--- src/rtl/aes_byte_stream_ctrl_if.sv ---
// Bundle of the byte-stream handshakes and the AES wrapper bus for aes_byte_stream_ctrl.
// slave = the controller's view; master = the surrounding system's view.
interface aes_byte_stream_ctrl_if #(
  parameter int unsigned CNT_W = 16
);
  logic             in_valid;
  logic             in_ready;
  logic [7:0]       in_data;
  logic             encrypt;
  logic [127:0]     key_in;
  logic             core_start;
  logic             core_encrypt;
  logic [127:0]     core_data;
  logic [127:0]     core_key;
  logic             core_busy;
  logic             core_done;
  logic [127:0]     core_result;
  logic             out_valid;
  logic             out_ready;
  logic [7:0]       out_data;
  logic             timeout_err;
  logic [CNT_W-1:0] blk_count;

  modport slave (
    input  in_valid, in_data, encrypt, key_in,
    input  core_busy, core_done, core_result,
    input  out_ready,
    output in_ready, core_start, core_encrypt, core_data, core_key,
    output out_valid, out_data, timeout_err, blk_count
  );

  modport master (
    output in_valid, in_data, encrypt, key_in,
    output core_busy, core_done, core_result,
    output out_ready,
    input  in_ready, core_start, core_encrypt, core_data, core_key,
    input  out_valid, out_data, timeout_err, blk_count
  );
endinterface

--- src/rtl/aes_byte_stream_ctrl.sv ---
// Byte-serial front/back end for a start/done AES wrapper: packs 16 bytes into a block,
// issues it, waits (with timeout) for the result and streams it back out as 16 bytes.
module aes_byte_stream_ctrl #(
  parameter int unsigned TIMEOUT_CYCLES = 8,
  parameter int unsigned CNT_W          = 16
) (
  input  logic                 clk,
  input  logic                 rst,
  aes_byte_stream_ctrl_if.slave bus
);

  localparam int unsigned WAIT_W = (TIMEOUT_CYCLES > 2) ? $clog2(TIMEOUT_CYCLES) : 1;
  localparam logic [WAIT_W-1:0] WAIT_LAST = WAIT_W'(TIMEOUT_CYCLES - 1);

  typedef enum logic [1:0] {
    S_FILL,
    S_ISSUE,
    S_WAIT,
    S_DRAIN
  } state_e;

  state_e            state_q,     state_d;
  logic [3:0]        byte_cnt_q,  byte_cnt_d;
  logic [WAIT_W-1:0] wait_cnt_q,  wait_cnt_d;
  logic [127:0]      data_q,      data_d;
  logic [127:0]      key_q,       key_d;
  logic              enc_q,       enc_d;
  logic [127:0]      shift_q,     shift_d;
  logic [CNT_W-1:0]  blk_q,       blk_d;
  logic              terr_q,      terr_d;

  logic in_ready;
  logic core_start;
  logic out_valid;
  logic core_busy_unused;

  always_ff @(posedge clk or posedge rst) begin
    if (rst) begin
      state_q    <= S_FILL;
      byte_cnt_q <= '0;
      wait_cnt_q <= '0;
      data_q     <= '0;
      key_q      <= '0;
      enc_q      <= 1'b0;
      shift_q    <= '0;
      blk_q      <= '0;
      terr_q     <= 1'b0;
    end else begin
      state_q    <= state_d;
      byte_cnt_q <= byte_cnt_d;
      wait_cnt_q <= wait_cnt_d;
      data_q     <= data_d;
      key_q      <= key_d;
      enc_q      <= enc_d;
      shift_q    <= shift_d;
      blk_q      <= blk_d;
      terr_q     <= terr_d;
    end
  end

  always_comb begin
    state_d    = state_q;
    byte_cnt_d = byte_cnt_q;
    wait_cnt_d = wait_cnt_q;
    data_d     = data_q;
    key_d      = key_q;
    enc_d      = enc_q;
    shift_d    = shift_q;
    blk_d      = blk_q;
    terr_d     = 1'b0;
    in_ready   = 1'b0;
    core_start = 1'b0;
    out_valid  = 1'b0;

    unique case (state_q)
      S_FILL: begin
        in_ready = 1'b1;
        if (bus.in_valid) begin
          // Shifting in from the bottom leaves the first byte in [127:120] after 16 bytes.
          data_d = {data_q[119:0], bus.in_data};
          if (byte_cnt_q == 4'd0) begin
            key_d = bus.key_in;
            enc_d = bus.encrypt;
          end
          if (byte_cnt_q == 4'd15) begin
            byte_cnt_d = '0;
            state_d    = S_ISSUE;
          end else begin
            byte_cnt_d = byte_cnt_q + 4'd1;
          end
        end
      end

      S_ISSUE: begin
        core_start = 1'b1;
        wait_cnt_d = '0;
        state_d    = S_WAIT;
      end

      S_WAIT: begin
        if (bus.core_done) begin
          shift_d = bus.core_result;
          state_d = S_DRAIN;
        end else if (wait_cnt_q == WAIT_LAST) begin
          terr_d  = 1'b1;
          state_d = S_FILL;
        end else begin
          wait_cnt_d = wait_cnt_q + WAIT_W'(1);
        end
      end

      S_DRAIN: begin
        out_valid = 1'b1;
        if (bus.out_ready) begin
          shift_d = {shift_q[119:0], 8'h00};
          if (byte_cnt_q == 4'd15) begin
            byte_cnt_d = '0;
            blk_d      = blk_q + CNT_W'(1);
            state_d    = S_FILL;
          end else begin
            byte_cnt_d = byte_cnt_q + 4'd1;
          end
        end
      end

      default: state_d = S_FILL;
    endcase
  end

  // core_busy is informational only; sequencing relies solely on core_done.
  assign core_busy_unused = bus.core_busy;

  assign bus.in_ready     = in_ready;
  assign bus.core_start   = core_start;
  assign bus.core_encrypt = enc_q;
  assign bus.core_data    = data_q;
  assign bus.core_key     = key_q;
  assign bus.out_valid    = out_valid;
  assign bus.out_data     = shift_q[127:120];
  assign bus.timeout_err  = terr_q;
  assign bus.blk_count    = blk_q;

endmodule

--- src/flat_wrapper.sv ---
// flat-port wrapper written by rule: the top's interface ports become plain ports
module aes_byte_stream_ctrl_flat 
#(
  parameter int unsigned TIMEOUT_CYCLES = 8,
  parameter int unsigned CNT_W          = 16
)
  (clk, rst, bus_in_valid, bus_in_data, bus_encrypt, bus_key_in, bus_core_busy, bus_core_done, bus_core_result, bus_out_ready, bus_in_ready, bus_core_start, bus_core_encrypt, bus_core_data, bus_core_key, bus_out_valid, bus_out_data, bus_timeout_err, bus_blk_count);
  aes_byte_stream_ctrl_if #(.CNT_W(CNT_W)) bus_i ();
  input  logic clk;
  input  logic rst;
  input wire logic [$bits(bus_i.in_valid)-1:0] bus_in_valid;
  input wire logic [$bits(bus_i.in_data)-1:0] bus_in_data;
  input wire logic [$bits(bus_i.encrypt)-1:0] bus_encrypt;
  input wire logic [$bits(bus_i.key_in)-1:0] bus_key_in;
  input wire logic [$bits(bus_i.core_busy)-1:0] bus_core_busy;
  input wire logic [$bits(bus_i.core_done)-1:0] bus_core_done;
  input wire logic [$bits(bus_i.core_result)-1:0] bus_core_result;
  input wire logic [$bits(bus_i.out_ready)-1:0] bus_out_ready;
  output wire logic [$bits(bus_i.in_ready)-1:0] bus_in_ready;
  output wire logic [$bits(bus_i.core_start)-1:0] bus_core_start;
  output wire logic [$bits(bus_i.core_encrypt)-1:0] bus_core_encrypt;
  output wire logic [$bits(bus_i.core_data)-1:0] bus_core_data;
  output wire logic [$bits(bus_i.core_key)-1:0] bus_core_key;
  output wire logic [$bits(bus_i.out_valid)-1:0] bus_out_valid;
  output wire logic [$bits(bus_i.out_data)-1:0] bus_out_data;
  output wire logic [$bits(bus_i.timeout_err)-1:0] bus_timeout_err;
  output wire logic [$bits(bus_i.blk_count)-1:0] bus_blk_count;
  assign bus_i.in_valid = bus_in_valid;
  assign bus_i.in_data = bus_in_data;
  assign bus_i.encrypt = bus_encrypt;
  assign bus_i.key_in = bus_key_in;
  assign bus_i.core_busy = bus_core_busy;
  assign bus_i.core_done = bus_core_done;
  assign bus_i.core_result = bus_core_result;
  assign bus_i.out_ready = bus_out_ready;
  assign bus_in_ready = bus_i.in_ready;
  assign bus_core_start = bus_i.core_start;
  assign bus_core_encrypt = bus_i.core_encrypt;
  assign bus_core_data = bus_i.core_data;
  assign bus_core_key = bus_i.core_key;
  assign bus_out_valid = bus_i.out_valid;
  assign bus_out_data = bus_i.out_data;
  assign bus_timeout_err = bus_i.timeout_err;
  assign bus_blk_count = bus_i.blk_count;
  aes_byte_stream_ctrl #(.TIMEOUT_CYCLES(TIMEOUT_CYCLES), .CNT_W(CNT_W)) u_core (.clk(clk), .rst(rst), .bus(bus_i));
endmodule
--- config.mk ---
export PLATFORM = sky130hd
export DESIGN_NAME = aes_byte_stream_ctrl_flat
export DESIGN_NICKNAME = d
export VERILOG_FILES = /design/src/rtl/aes_byte_stream_ctrl_if.sv /design/src/rtl/aes_byte_stream_ctrl.sv /design/src/flat_wrapper.sv
export SDC_FILE = /design/constraint.sdc
export NUM_CORES = 1
export LEC_CHECK = 0
export BUFFER_PORTS_ARGS = -buffer_cell sky130_fd_sc_hd__buf_2
export CAP_MARGIN = 20
export CORE_MARGIN = 5
export CORE_UTILIZATION = 25
export CTS_CLUSTER_DIAMETER = 100
export DETAILED_ROUTE_END_ITERATION = 10
export GPL_TIMING_DRIVEN = 0
export PLACE_DENSITY = 0.52
export SYNTH_ARGS = -nofsm -noshare
export SYNTH_HDL_FRONTEND = slang
export SYNTH_SLANG_ARGS = --single-unit
--- constraint.sdc ---
create_clock -name clk -period 15.8 [get_ports clk]
set_clock_uncertainty 0.1 [all_clocks]
set_input_delay 3.16 -clock clk [delete_from_list [all_inputs] [get_ports clk]]
set_output_delay 3.16 -clock clk [all_outputs]
set_load 0.02 [all_outputs]
==> results.md, run 1 <==
- Pin count of the biggest net entering global routing: 125
- Postcts setup bufs: 0
- Setup CP Type: flop to primary output
- CTS root buf: clkbuf_16
- Max stage delay on crit path: 0.41 ns
- Clk sink count: 411
- Share of cells above drive strength 1: 45.7%
- TritonCTS Buffers: 48
- Final hold violations: 0
- Grt met3 use: 3.40%
- Tcrit/Tclk final: 35.2%
- Power Dens Cells: 201 nW/um^2
- GR Util met1: 17.3%
- Post-synth net total: 1489
- Routed vias: 11.6k
- Routed wire per std cell: 18.8 um
- Final Routed Wirelength: 51.2 mm
- Die width: 267 um
- Top cells by area, synth: dfrtp_1 62%, mux2_2 10%, mux2_1 7.5%
- Post-DP HPWL: 40.2 mm
- Initial Utilization: 25.2%
- WP data required: 12.54 ns
- Worst-path cell chain: buf_2 > nand2_2 > inv_2 > buf_2 > buf_2
- Vias per Instance: 4.26
- Insertion delay to the later sink of the worst-skew pair: 0.56 ns
- Final Max Slew Viols: 0
- Slew at the pin closest to its max-slew limit: 0.940 ns
- Remaining Overflow, GRT: 0
- Core area: 65700 um^2
- Pleak: 11.3 nW
- CP Launch Point: u_core.state_q[1]
- CP max FO: 11
- 1st-pass router iterations: 4
- Max cap viols: 0
- I/O pin count: 556
- Final Instance Count excl. Fillers: 2726
- Synthesized cell area: 16500 um^2
- # port buffers: 554
- Period minus WS final: 5.56 ns
- Clock Pin Slew Worst Setup and Hold Paths: 0.06 ns
- Dpl ws: 10.58 ns
- Worst Hold Class: flop to flop
- Placed cells: 2634
- Synth top area share: 62.2%
- RSZ-0062 raised after global routing: false
- Post_cts resized: 0
- Post-layout instance area: 22100 um^2
- Synth top cells by count: 411 x dfrtp_1, 151 x mux2_2, 128 x nand2_1
- Cells after Synth: 1213
- First-pass GRT wire length: 76.3 mm
- Post-synth EDFFs: 0
- Seq cells post-synth: 411
- Crit path max-delay family: buffers and inverters
- Vias in the first global route: 12.4k
- Total Die Area: 71400 um^2
- Nets: 2096
- Asr flop ratio synth: 100%
- H-tree Lvls: 2
- Syn Area/Cell: 13.6 um^2
- Worst R2R Path Depth: 5
- Critical R2R Launch: u_core.state_q[1]
- Layout overhead on the synthesized area: 33.6%
- Hold-critical path depth: 2
- Crit path buf inv count: 4
- Area after DPL: 20500 um^2
- CP Launch Type: flop
- Yosys warning total: 0
- Relative slew margins: 37.4%
- Slowest CP cell: buf_2
- Post-CTS Hold Buffers: 0
- Busiest grt layer: met2
- Initial DRC count: 454
- Yosys top cell by area: dfrtp_1
- Max Freq: 0.180 GHz
- Synth cell types: 35
- Status: finished clean
- Met2 usage: 23.2%
- Max clock buf depth: 3
- Sequential share of the synthesized area: 62.2%
- TNS Setup: 0 ns
- Total track usage: 13.6%
- TritonCTS clock tree: done
- Reg-to-reg setup timing slack: 13.37 ns
- Top-count cell post-synth: dfrtp_1
- Initial antenna violation count: 13
- RD Place Congestion: 0.822
- Num rows: 94
- CP Capture Type: primary output
- Worst Hold End: u_core.shift_q[59]
- Top_reg_cell synth: dfrtp_1
- RR Endpoint: u_core.bus.core_data[47]
- Critical path arrival: 2.30 ns
- Crit-path most repeated cell: buf_2
- Die H: 267 um
- Final setup viols: 0
- Peak supply drop: 0.0903 mV
- Design Power: 0.00443 W
- DRC: 0
- Post-DRT Antenna Nets: 0
- Worst hold path startpoint: u_core.shift_q[59]
- Setup ws final: 10.24 ns
area by class of cell:
type | instances | area, um^2
Multi-Input combinational cell | 718 | 5840
Fill cell | 6660 | 43600
Clock inverter | 12 | 138
Tap cell | 864 | 1080
Clock buffer | 73 | 1460
Inverter | 4 | 22.5
Sequential cell | 411 | 10300
Antenna cell | 7 | 17.5
Timing Repair Buffer | 557 | 2860
Buffer | 80 | 402
state kept, by name, summed over array words and instances (netlist names):
| signal | count |
|---|---|
| u_core.bus.blk_count | 16 |
| u_core.shift_q | 128 |
| u_core.byte_cnt_q | 4 |
| u_core.wait_cnt_q | 3 |
| u_core.state_q | 2 |
| u_core.bus.core_data | 128 |
| u_core.bus.core_encrypt | 1 |
| u_core.bus.core_key | 128 |
| u_core.bus.timeout_err | 1 |
layout by cell type, fill, tap and decap left out, types with 3 or more instances in the layout:
| cell type | netlist | routed |
|---|---|---|
| nor3_1 | 3 | 3 |
| buf_2 | 51 | 605 |
| clkinv_2 | 0 | 4 |
| buf_16 | 0 | 3 |
| nor2b_1 | 3 | 3 |
| xnor2_1 | 11 | 11 |
| clkbuf_8 | 0 | 12 |
| buf_4 | 10 | 10 |
| diode_2 | 0 | 7 |
| nand3_1 | 10 | 10 |
| nand4_1 | 7 | 7 |
| xor2_1 | 5 | 5 |
| clkbuf_16 | 0 | 50 |
| mux2i_1 | 120 | 120 |
| a22o_1 | 8 | 8 |
| clkbuf_1 | 18 | 29 |
| mux2_1 | 110 | 110 |
| nand2_1 | 128 | 128 |
| mux2_2 | 151 | 151 |
| o21ai_0 | 126 | 126 |
| dfrtp_1 | 411 | 411 |
| ha_1 | 5 | 5 |
| nor2_1 | 12 | 12 |
worst reg2reg max path, stage by stage (launching register included):
cell and delay [ns]:
dfrtp_1 0.35, buf_2 0.17, nor3b_4 0.47, clkbuf_1 0.44, buf_2 0.40, mux2_2 0.38
routing by layer:
layer | up-vias | part of all wire, %
li1 | 5476 | -
met1 | 5742 | 42
met2 | 314 | 49
met3 | 82 | 6.3
met4 | 12 | 2.5
met5 | - | 0.16
report_power, final:
part           internal [W]  switching, W  leakage (nW)  total [W]
clock              0.000667      0.000438         0.779    0.00111
combinational      0.000612      0.000937          5.34    0.00155
sequential          0.00151      0.000271          5.22    0.00178
total               0.00278       0.00165          11.3    0.00443
cell families (layout without fill, tap and decap cells):
| logic type | after synthesis | after routing | share of synthesized area (%) |
|---|---|---|---|
| flops | 411 | 411 | 62.2 |
| mux | 381 | 381 | 25.0 |
| simple gates | 174 | 174 | 4.48 |
| compound gates | 142 | 142 | 4.57 |
| buf+inv | 84 | 726 | 2.52 |
| xor+xnor | 16 | 16 | 0.847 |
| fa+ha+maj | 5 | 5 | 0.378 |
| other cells | 0 | 7 | 0 |
stage by stage:
step	util (%)	hold slack (ns)
floorplan	-	0.349
global placement	31.0	0.361
detailed placement	31.2	0.370
CTS	33.6	0.383
global route	33.6	0.397
finish	33.6	0.377
how the worst max path moves through the flow:
stage | endpoint | slack [ns] | cells after the start
detailed placement | u_core.shift_q[124] | 10.58 | 8
CTS | bus_out_valid | 10.05 | 5
global route | bus_out_valid | 10.0 | 5
floorplan | u_core.bus.blk_count[0] | 1.10 | 1
global placement | u_core.bus.core_data[3] | -3.50 | 2
finish | bus_out_valid | 10.24 | 5
No activity file was read; power rests on OpenSTA's default activity.
==> run 2, diff against run 1 <==
--- a/config.mk
+++ b/config.mk
@@ -5,6 +5,7 @@
 export SDC_FILE = /design/constraint.sdc
 export NUM_CORES = 1
 export LEC_CHECK = 0
+export ABC_AREA = 1
 export BUFFER_PORTS_ARGS = -buffer_cell sky130_fd_sc_hd__buf_2
 export CAP_MARGIN = 20
 export CORE_MARGIN = 5
@@ -12,7 +13,7 @@
 export CTS_CLUSTER_DIAMETER = 100
 export DETAILED_ROUTE_END_ITERATION = 10
 export GPL_TIMING_DRIVEN = 0
-export PLACE_DENSITY = 0.52
+export PLACE_DENSITY = 0.54
 export SYNTH_ARGS = -nofsm -noshare
 export SYNTH_HDL_FRONTEND = slang
 export SYNTH_SLANG_ARGS = --single-unit
==> constraint.sdc (replaced) <==
create_clock -name clk -period 4.8 [get_ports clk]
set_clock_uncertainty 0.1 [all_clocks]
set_input_delay 0.96 -clock clk [delete_from_list [all_inputs] [get_ports clk]]
set_output_delay 0.96 -clock clk [all_outputs]
set_load 0.02 [all_outputs]
==> run 2 against run 1 <==
Sequential power rose to 3.3 times the previous value. Synthesized cell count up 54%. Non-clock buffer count rose by 46. First-iteration DRC count up 69%. Die area up 2.6%. Count of clock-buffer cells in the layout decreased by 6. Sequential cell count unchanged. Clock power grew to 3.4 times the previous value. Combinational power grew to 4.1 times the previous value. Critical path type unchanged. Largest cell class unchanged.
==> results.md, run 2 <==
- Post-layout instance area: 22800 um^2 (was 22100 um^2)
- Final Instance Count excl. Fillers: 3408 (was 2726)
- Slew at the pin closest to its max-slew limit: 0.801 ns (was 0.940 ns)
- Dpl ws: 1.51 ns (was 10.58 ns)
- Post-synth EDFFs: 0 (unchanged)
- Final Max Slew Viols: 0 (unchanged)
- Max clock buf depth: 3 (unchanged)
- Initial DRC count: 766 (was 454)
- # port buffers: 554 (unchanged)
- WP data required: 3.74 ns (was 12.54 ns)
- RSZ-0062 raised after global routing: false (unchanged)
- Commonest non-fill, non-tap cells in the layout: 617 x buf_2, 411 x dfrtp_1, 367 x nand2_1 (was 605 x buf_2, 411 x dfrtp_1, 151 x mux2_2)
- Grt met3 use: 4.60% (was 3.40%)
- Sequential share of the synthesized area: 60.5% (was 62.2%)
- Relative slew margins: 46.6% (was 37.4%)
- Routed wire per std cell: 17.5 um (was 18.8 um)
- CP Launch Type: flop (unchanged)
- Met2 usage: 25.4% (was 23.2%)
- Most common cell after layout, fill and taps aside: buf_2 (unchanged)
- Top_reg_cell synth: dfrtp_1 (unchanged)
- CP Launch Point: u_core.state_q[0] (was u_core.state_q[1])
- Status: finished clean (unchanged)
- Synthesized cell area: 17000 um^2 (was 16500 um^2)
- Synth cell types: 26 (was 35)
- Seq cells post-synth: 411 (unchanged)
- Total track usage: 15.7% (was 13.6%)
- Critical R2R Launch: u_core.byte_cnt_q[0] (was u_core.state_q[1])
- Post-DRT Antenna Nets: 0 (unchanged)
- Clk sink count: 411 (unchanged)
- Pin count of the biggest net entering global routing: 40 (was 125)
- Worst-path cell chain: nand2_2 > inv_2 > buf_4 > buf_2 > buf_2 (was buf_2 > nand2_2 > inv_2 > buf_2 > buf_2)
- Vias per Instance: 4.35 (was 4.26)
- DRC: 0 (unchanged)
- Remaining Overflow, GRT: 0 (unchanged)
- Initial antenna violation count: 15 (was 13)
- Vias in the first global route: 15.2k (was 12.4k)
- CP Capture Type: primary output (unchanged)
- Yosys warning total: 0 (unchanged)
- CTS root buf: clkbuf_16 (unchanged)
- Insertion delay to the later sink of the worst-skew pair: 0.59 ns (was 0.56 ns)
- Tcrit/Tclk final: 69.0%
- TNS Setup: 0 ns (unchanged)
- Total Die Area: 73300 um^2 (was 71400 um^2)
- Max cap viols: 0 (unchanged)
- Routed vias: 14.8k (was 11.6k)
- Setup CP Type: flop to primary output (unchanged)
- TritonCTS Buffers: 49 (was 48)
- Top cells by area, synth: dfrtp_1 61%, nand2_1 8.1%, inv_1 7.1% (was dfrtp_1 62%, mux2_2 10%, mux2_1 7.5%)
- Peak supply drop: 0.375 mV (was 0.0903 mV)
- RD Place Congestion: 0.801 (was 0.822)
- Layout overhead on the synthesized area: 34.1% (was 33.6%)
- Post-DP HPWL: 45.9 mm (was 40.2 mm)
- Final Routed Wirelength: 59.5 mm (was 51.2 mm)
- Die width: 271 um (was 267 um)
- Fillcell total: 7103 (was 6660)
- Max Freq: 0.302 GHz
- Post_cts resized: 0 (unchanged)
- Yosys top cell by area: dfrtp_1 (unchanged)
- Max stage delay on crit path: 0.49 ns (was 0.41 ns)
- Area after DPL: 21100 um^2 (was 20500 um^2)
- Postcts setup bufs: 0 (unchanged)
- Asr flop ratio synth: 100% (unchanged)
- Setup ws final: 1.49 ns (was 10.24 ns)
- Synth top cells by count: 411 x dfrtp_1, 367 x nand2_1, 320 x inv_1 (was 411 x dfrtp_1, 151 x mux2_2, 128 x nand2_1)
- Period minus WS final: 3.31 ns
- Num rows: 95 (was 94)
- Final setup viols: 0 (unchanged)
- Share of cells above drive strength 1: 29.3% (was 45.7%)
- Worst Hold Class: input port to async pin (was flop to flop)
- Pleak: 12.1 nW (was 11.3 nW)
- Die H: 271 um (was 267 um)
- Critical path arrival: 2.25 ns (was 2.30 ns)
- Nets: 2762 (was 2096)
- Core area: 67300 um^2 (was 65700 um^2)
- I/O pin count: 556 (unchanged)
- Post-CTS Hold Buffers: 0 (unchanged)
- Final hold violations: 0 (unchanged)
- Crit-path most repeated cell: buf_2 (unchanged)
- Placed cells: 3308 (was 2634)
- Clock Pin Slew Worst Setup and Hold Paths: 0.06 ns (about the same)
- 1st-pass router iterations: 5 (was 4)
- Synth top area share: 60.5% (was 62.2%)
- Cells after Synth: 1869 (was 1213)
- TritonCTS clock tree: done (unchanged)
- Busiest grt layer: met2 (unchanged)
- Syn Area/Cell: 9.09 um^2 (was 13.6 um^2)
- First-pass GRT wire length: 91.3 mm (was 76.3 mm)
- Post-synth net total: 2145 (was 1489)
- GR Util met1: 19.8% (was 17.3%)
- CP max FO: 10 (was 11)
- Slowest CP cell: dfrtp_1 (was buf_2)
- H-tree Lvls: 2 (unchanged)
- Top-count cell post-synth: dfrtp_1 (unchanged)
- Final Util: 33.9% (was 33.6%)
- Initial Utilization: 25.3% (was 25.2%)
- Power Dens Cells: 705 nW/um^2 (was 201 nW/um^2)
run 2: changes by cell type after synthesis, moves of 11 or more:
| cell | before | now |
|---|---|---|
| mux2_1 | 110 | 0 |
| nor2_1 | 12 | 93 |
| inv_1 | 3 | 320 |
| o21ai_1 | 0 | 118 |
| clkbuf_1 | 18 | 34 |
| a21oi_1 | 2 | 72 |
| o211ai_1 | 0 | 104 |
| mux2i_1 | 120 | 0 |
| o21ai_0 | 126 | 200 |
| nand3_1 | 10 | 21 |
| mux2_2 | 151 | 0 |
| nand2_1 | 128 | 367 |
| buf_2 | 51 | 63 |
run 2: final cells by class:
| class | count | area (um^2) | share of cell area [%] |
|---|---|---|---|
| inverter | 322 | 1210 | 5.32 |
| antenna | 9 | 22.5 | 0.0989 |
| buffer | 117 | 582 | 2.55 |
| timing repair buffer | 566 | 3010 | 13.2 |
| tap | 873 | 1090 | 4.80 |
| sequential | 411 | 10300 | 45.2 |
| multi-input combinational | 1019 | 4910 | 21.6 |
| clock buffer | 67 | 1390 | 6.12 |
| clock inverter | 24 | 260 | 1.14 |
run 2: final timing paths:
kind	to	slack [ns]	cells after the start
setup / recovery	bus_out_valid	1.49	5
hold / removal	u_core.bus.blk_count[2]	0.21	2
setup reg to reg	u_core.bus.core_key[122]	2.16	6
hold reg to reg	u_core.bus.core_key[77]	0.38	2
max in group asynchronous	u_core.bus.core_key[113]	2.85	7
min in group clk	u_core.bus.core_key[77]	0.38	2
run 2: through the flow:
step / power [W] / hold WS, ns
3_5_place_dp: 0.0123 / 0.369
6_report: 0.0160 / 0.206
2_1_floorplan: 0.00981 / 0.367
3_3_place_gp: 0.0123 / 0.362
4_1_cts: 0.0163 / 0.157
5_1_grt: 0.0172 / 0.188
run 2: power by group:
part	switching (W)	total [W]	internal, W	leakage (nW)
Sequential	0.000835	0.00586	0.00503	5.05
Clock	0.00160	0.00381	0.00222	0.824
Combinational	0.00433	0.00637	0.00204	6.18
run 2: metal layers:
metal | wire length [um] | vias up
met5 | 74 | -
met4 | 2170 | 12
met3 | 4030 | 136
met2 | 28100 | 447
met1 | 25100 | 7028
li1 | - | 7189
run 2: logic make-up (layout without fill, tap and decap cells):
group	after synthesis	in the layout	synth area share, %
XOR/XNOR	11	11	0.567
buffers and inverters	439	1096	10.5
flip-flops	411	411	60.5
adder cells (fa/ha/maj)	5	5	0.368
other	0	9	0
AO/OA/AOI/OAI	502	502	16.4
AND/OR/NAND/NOR	501	501	11.6
run 2: critical path, delay by kind of cell (launching register included):
family,cells,cell delay (ns)
DFF,1,0.49
and+or+nand+nor,1,0.21
buffers and inverters,4,0.93
==> run 3, diff against run 2 <==
==> constraint.sdc (replaced) <==
create_clock -name clk -period 2.7 [get_ports clk]
set_clock_uncertainty 0.1 [all_clocks]
set_input_delay 0.54 -clock clk [delete_from_list [all_inputs] [get_ports clk]]
set_output_delay 0.54 -clock clk [all_outputs]
set_load 0.02 [all_outputs]
==> run 3 against run 2 <==
Non-clock buffer count grew 4. Cell area grew 0.21%. Sequential power grew 77%. Sequential cell count is the same. Register-to-register slack lost 1.6 ns. Count of clock-buffer cells in the layout is the same. Worst setup slack lost 1.2 ns. Critical path depth shrank 1. Clock power grew 78%. Cell count grew 0.12%. Critical endpoint unchanged. Largest cell class unchanged.
==> results.md, run 3 (same netlist as run 2, synthesis figures left out) <==
- Status: finished clean (unchanged)
- Final setup viols: 0 (unchanged)
- TritonCTS Buffers: 49 (unchanged)
- Worst Hold Class: input port to flop (was input port to async pin)
- FF+latch area: 10300 um^2 (about the same)
- Commonest non-fill, non-tap cells in the layout: 616 x buf_2, 409 x dfrtp_1, 367 x nand2_1 (was 617 x buf_2, 411 x dfrtp_1, 367 x nand2_1)
- # port buffers: 554 (unchanged)
- Period minus WS final: 2.42 ns
- Clk sink count: 411 (unchanged)
- Peak supply drop: 0.667 mV (was 0.375 mV)
- Tcrit/Tclk final: 89.6%
- Vias in the first global route: 15.2k (about the same)
- RSZ-0062 raised after global routing: false (unchanged)
- Die width: 271 um (unchanged)
- Critical path arrival: 1.78 ns (was 2.25 ns)
- CP max FO: 18 (was 10)
- Worst-path cell chain: nand2_4 > inv_4 > buf_4 > buf_2 (was nand2_2 > inv_2 > buf_4 > buf_2 > buf_2)
- Critical path depth: 4 (was 5)
- Max stage delay on crit path: 0.44 ns (was 0.49 ns)
- DRC: 0 (unchanged)
- Worst R2R Path Depth: 8 (was 6)
- Post-DP HPWL: 45.9 mm (unchanged)
- Layout overhead on the synthesized area: 34.3% (was 34.1%)
- Pleak: 12.1 nW (about the same)
- CTS root buf: clkbuf_16 (unchanged)
- Hold-critical path depth: 3
- Total Die Area: 73300 um^2 (unchanged)
- Crit path buf inv count: 3 (was 4)
- CP Launch Type: flop (unchanged)
- Hold_ws: 0.0853 ns (was 0.206 ns)
- Max clock buf depth: 3 (unchanged)
- Initial DRC count: 722 (was 766)
- Most common cell after layout, fill and taps aside: buf_2 (unchanged)
- Dpl ws: -0.174 ns (was 1.51 ns)
- Initial Utilization: 25.3% (unchanged)
- Relative slew margins: 56.1% (was 46.6%)
- Initial antenna violation count: 15 (unchanged)
- Setup CP Type: flop to primary output (unchanged)
- Routed vias: 14.8k (about the same)
- Fillcell total: 7096 (was 7103)
- Final Routed Wirelength: 59.3 mm (was 59.5 mm)
- Max cap viols: 0 (unchanged)
- Core area: 67300 um^2 (unchanged)
- Post-DRT Antenna Nets: 0 (unchanged)
- Slowest CP cell: dfrtp_2 (was dfrtp_1)
- Routed wire per std cell: 17.4 um (was 17.5 um)
- Final Util: 33.9% (about the same)
- Share of cells above drive strength 1: 29.5% (was 29.3%)
- Num rows: 95 (unchanged)
- Insertion delay to the later sink of the worst-skew pair: 0.60 ns (was 0.59 ns)
- 1st-pass router iterations: 5 (unchanged)
- Die H: 271 um (unchanged)
- Setup ws final: 0.280 ns (was 1.49 ns)
- Clock Pin Slew Worst Setup and Hold Paths: 0.06 ns (about the same)
- TritonCTS clock tree: done (unchanged)
- Remaining Overflow, GRT: 0 (unchanged)
- CP Capture Type: primary output (unchanged)
- Pin count of the biggest net entering global routing: 40 (unchanged)
- WP data required: 2.06 ns (was 3.74 ns)
- Final Max Slew Viols: 0 (unchanged)
- Vias per Instance: 4.34 (was 4.35)
- Nets: 2766 (was 2762)
- Crit path max-delay family: buffers and inverters (unchanged)
- Slew at the pin closest to its max-slew limit: 0.659 ns (was 0.801 ns)
- H-tree Lvls: 2 (unchanged)
- I/O pin count: 556 (unchanged)
- Total track usage: 15.7% (about the same)
- Final hold violations: 0 (unchanged)
- Multi-input logic area: 4920 um^2 (was 4910 um^2)
- Max Freq: 0.413 GHz
- RD Place Congestion: 0.801 (unchanged)
- Power Dens Cells: 1250 nW/um^2 (was 705 nW/um^2)
- First-pass GRT wire length: 91.4 mm (was 91.3 mm)
- Reg-to-reg setup timing slack: 0.56 ns (was 2.16 ns)
-- run 3: final timing paths --
path | start | to
setup / recovery | u_core.state_q[1] | bus_out_valid
hold / removal | bus_key_in[118] | u_core.bus.core_key[118]
setup reg to reg | u_core.state_q[0] | u_core.shift_q[104]
hold reg to reg | u_core.bus.core_key[77] | u_core.bus.core_key[77]
max in group asynchronous | rst | u_core.bus.core_key[113]
min in group asynchronous | rst | u_core.bus.blk_count[2]
-- run 3: routing by layer --
| metal | wire [um] | track usage [%] |
|---|---|---|
| met5 | 78 | 0 |
| met4 | 2180 | 6.05 |
| met3 | 4040 | 4.60 |
| met2 | 28000 | 25.5 |
| met1 | 25000 | 19.8 |
-- run 3: report_power, final --
part	total [W]	switching [W]	internal, W
Combinational	0.0113	0.00769	0.00365
Sequential	0.0104	0.00148	0.00895
Clock	0.00677	0.00283	0.00394
Total	0.0285	0.0120	0.0165
-- run 3: what timing repair did --
| item | 4_1_cts | 5_1_grt |
|---|---|---|
| endpoints found under the hold margin | 8 | 0 |
| buffers inserted | 0 | 4 |
| resized for setup | 6 | 2 |
| setup endpoints to repair | 11 | 29 |
| pin swaps | 0 | 1 |
| hold buffers | 1 | 0 |
-- run 3: through the flow --
stage,std cells,total power [W],cell area [um^2],TNS [ns]
final,3412,0.0285,22800,0
after global routing,3409,0.0306,22800,0
after CTS,3400,0.0289,22800,0
after detailed placement,3308,0.0219,21100,-1.58
after global placement,3296,0.0218,20900,-2588.37
after floorplan,1869,0.0174,17000,-1430.13
-- run 3: worst register-to-register path: stages (launching register included) --
cell      delay, ns
dfrtp_2        0.44
buf_4          0.15
nor2_4         0.29
nand2_2        0.12
nand2_2        0.18
buf_2          0.30
buf_4          0.22
o211ai_1       0.13
o21ai_1        0.10
-- run 3: final cells by class --
cell class / count / share of cell area, %
antenna: 9 / 0.0987
buffer: 116 / 2.54
clock buffer: 67 / 6.11
clock inverter: 24 / 1.14
inverter: 322 / 5.32
multi-input combinational: 1019 / 21.6
sequential: 411 / 45.1
tap: 873 / 4.79
timing repair buffer: 571 / 13.4
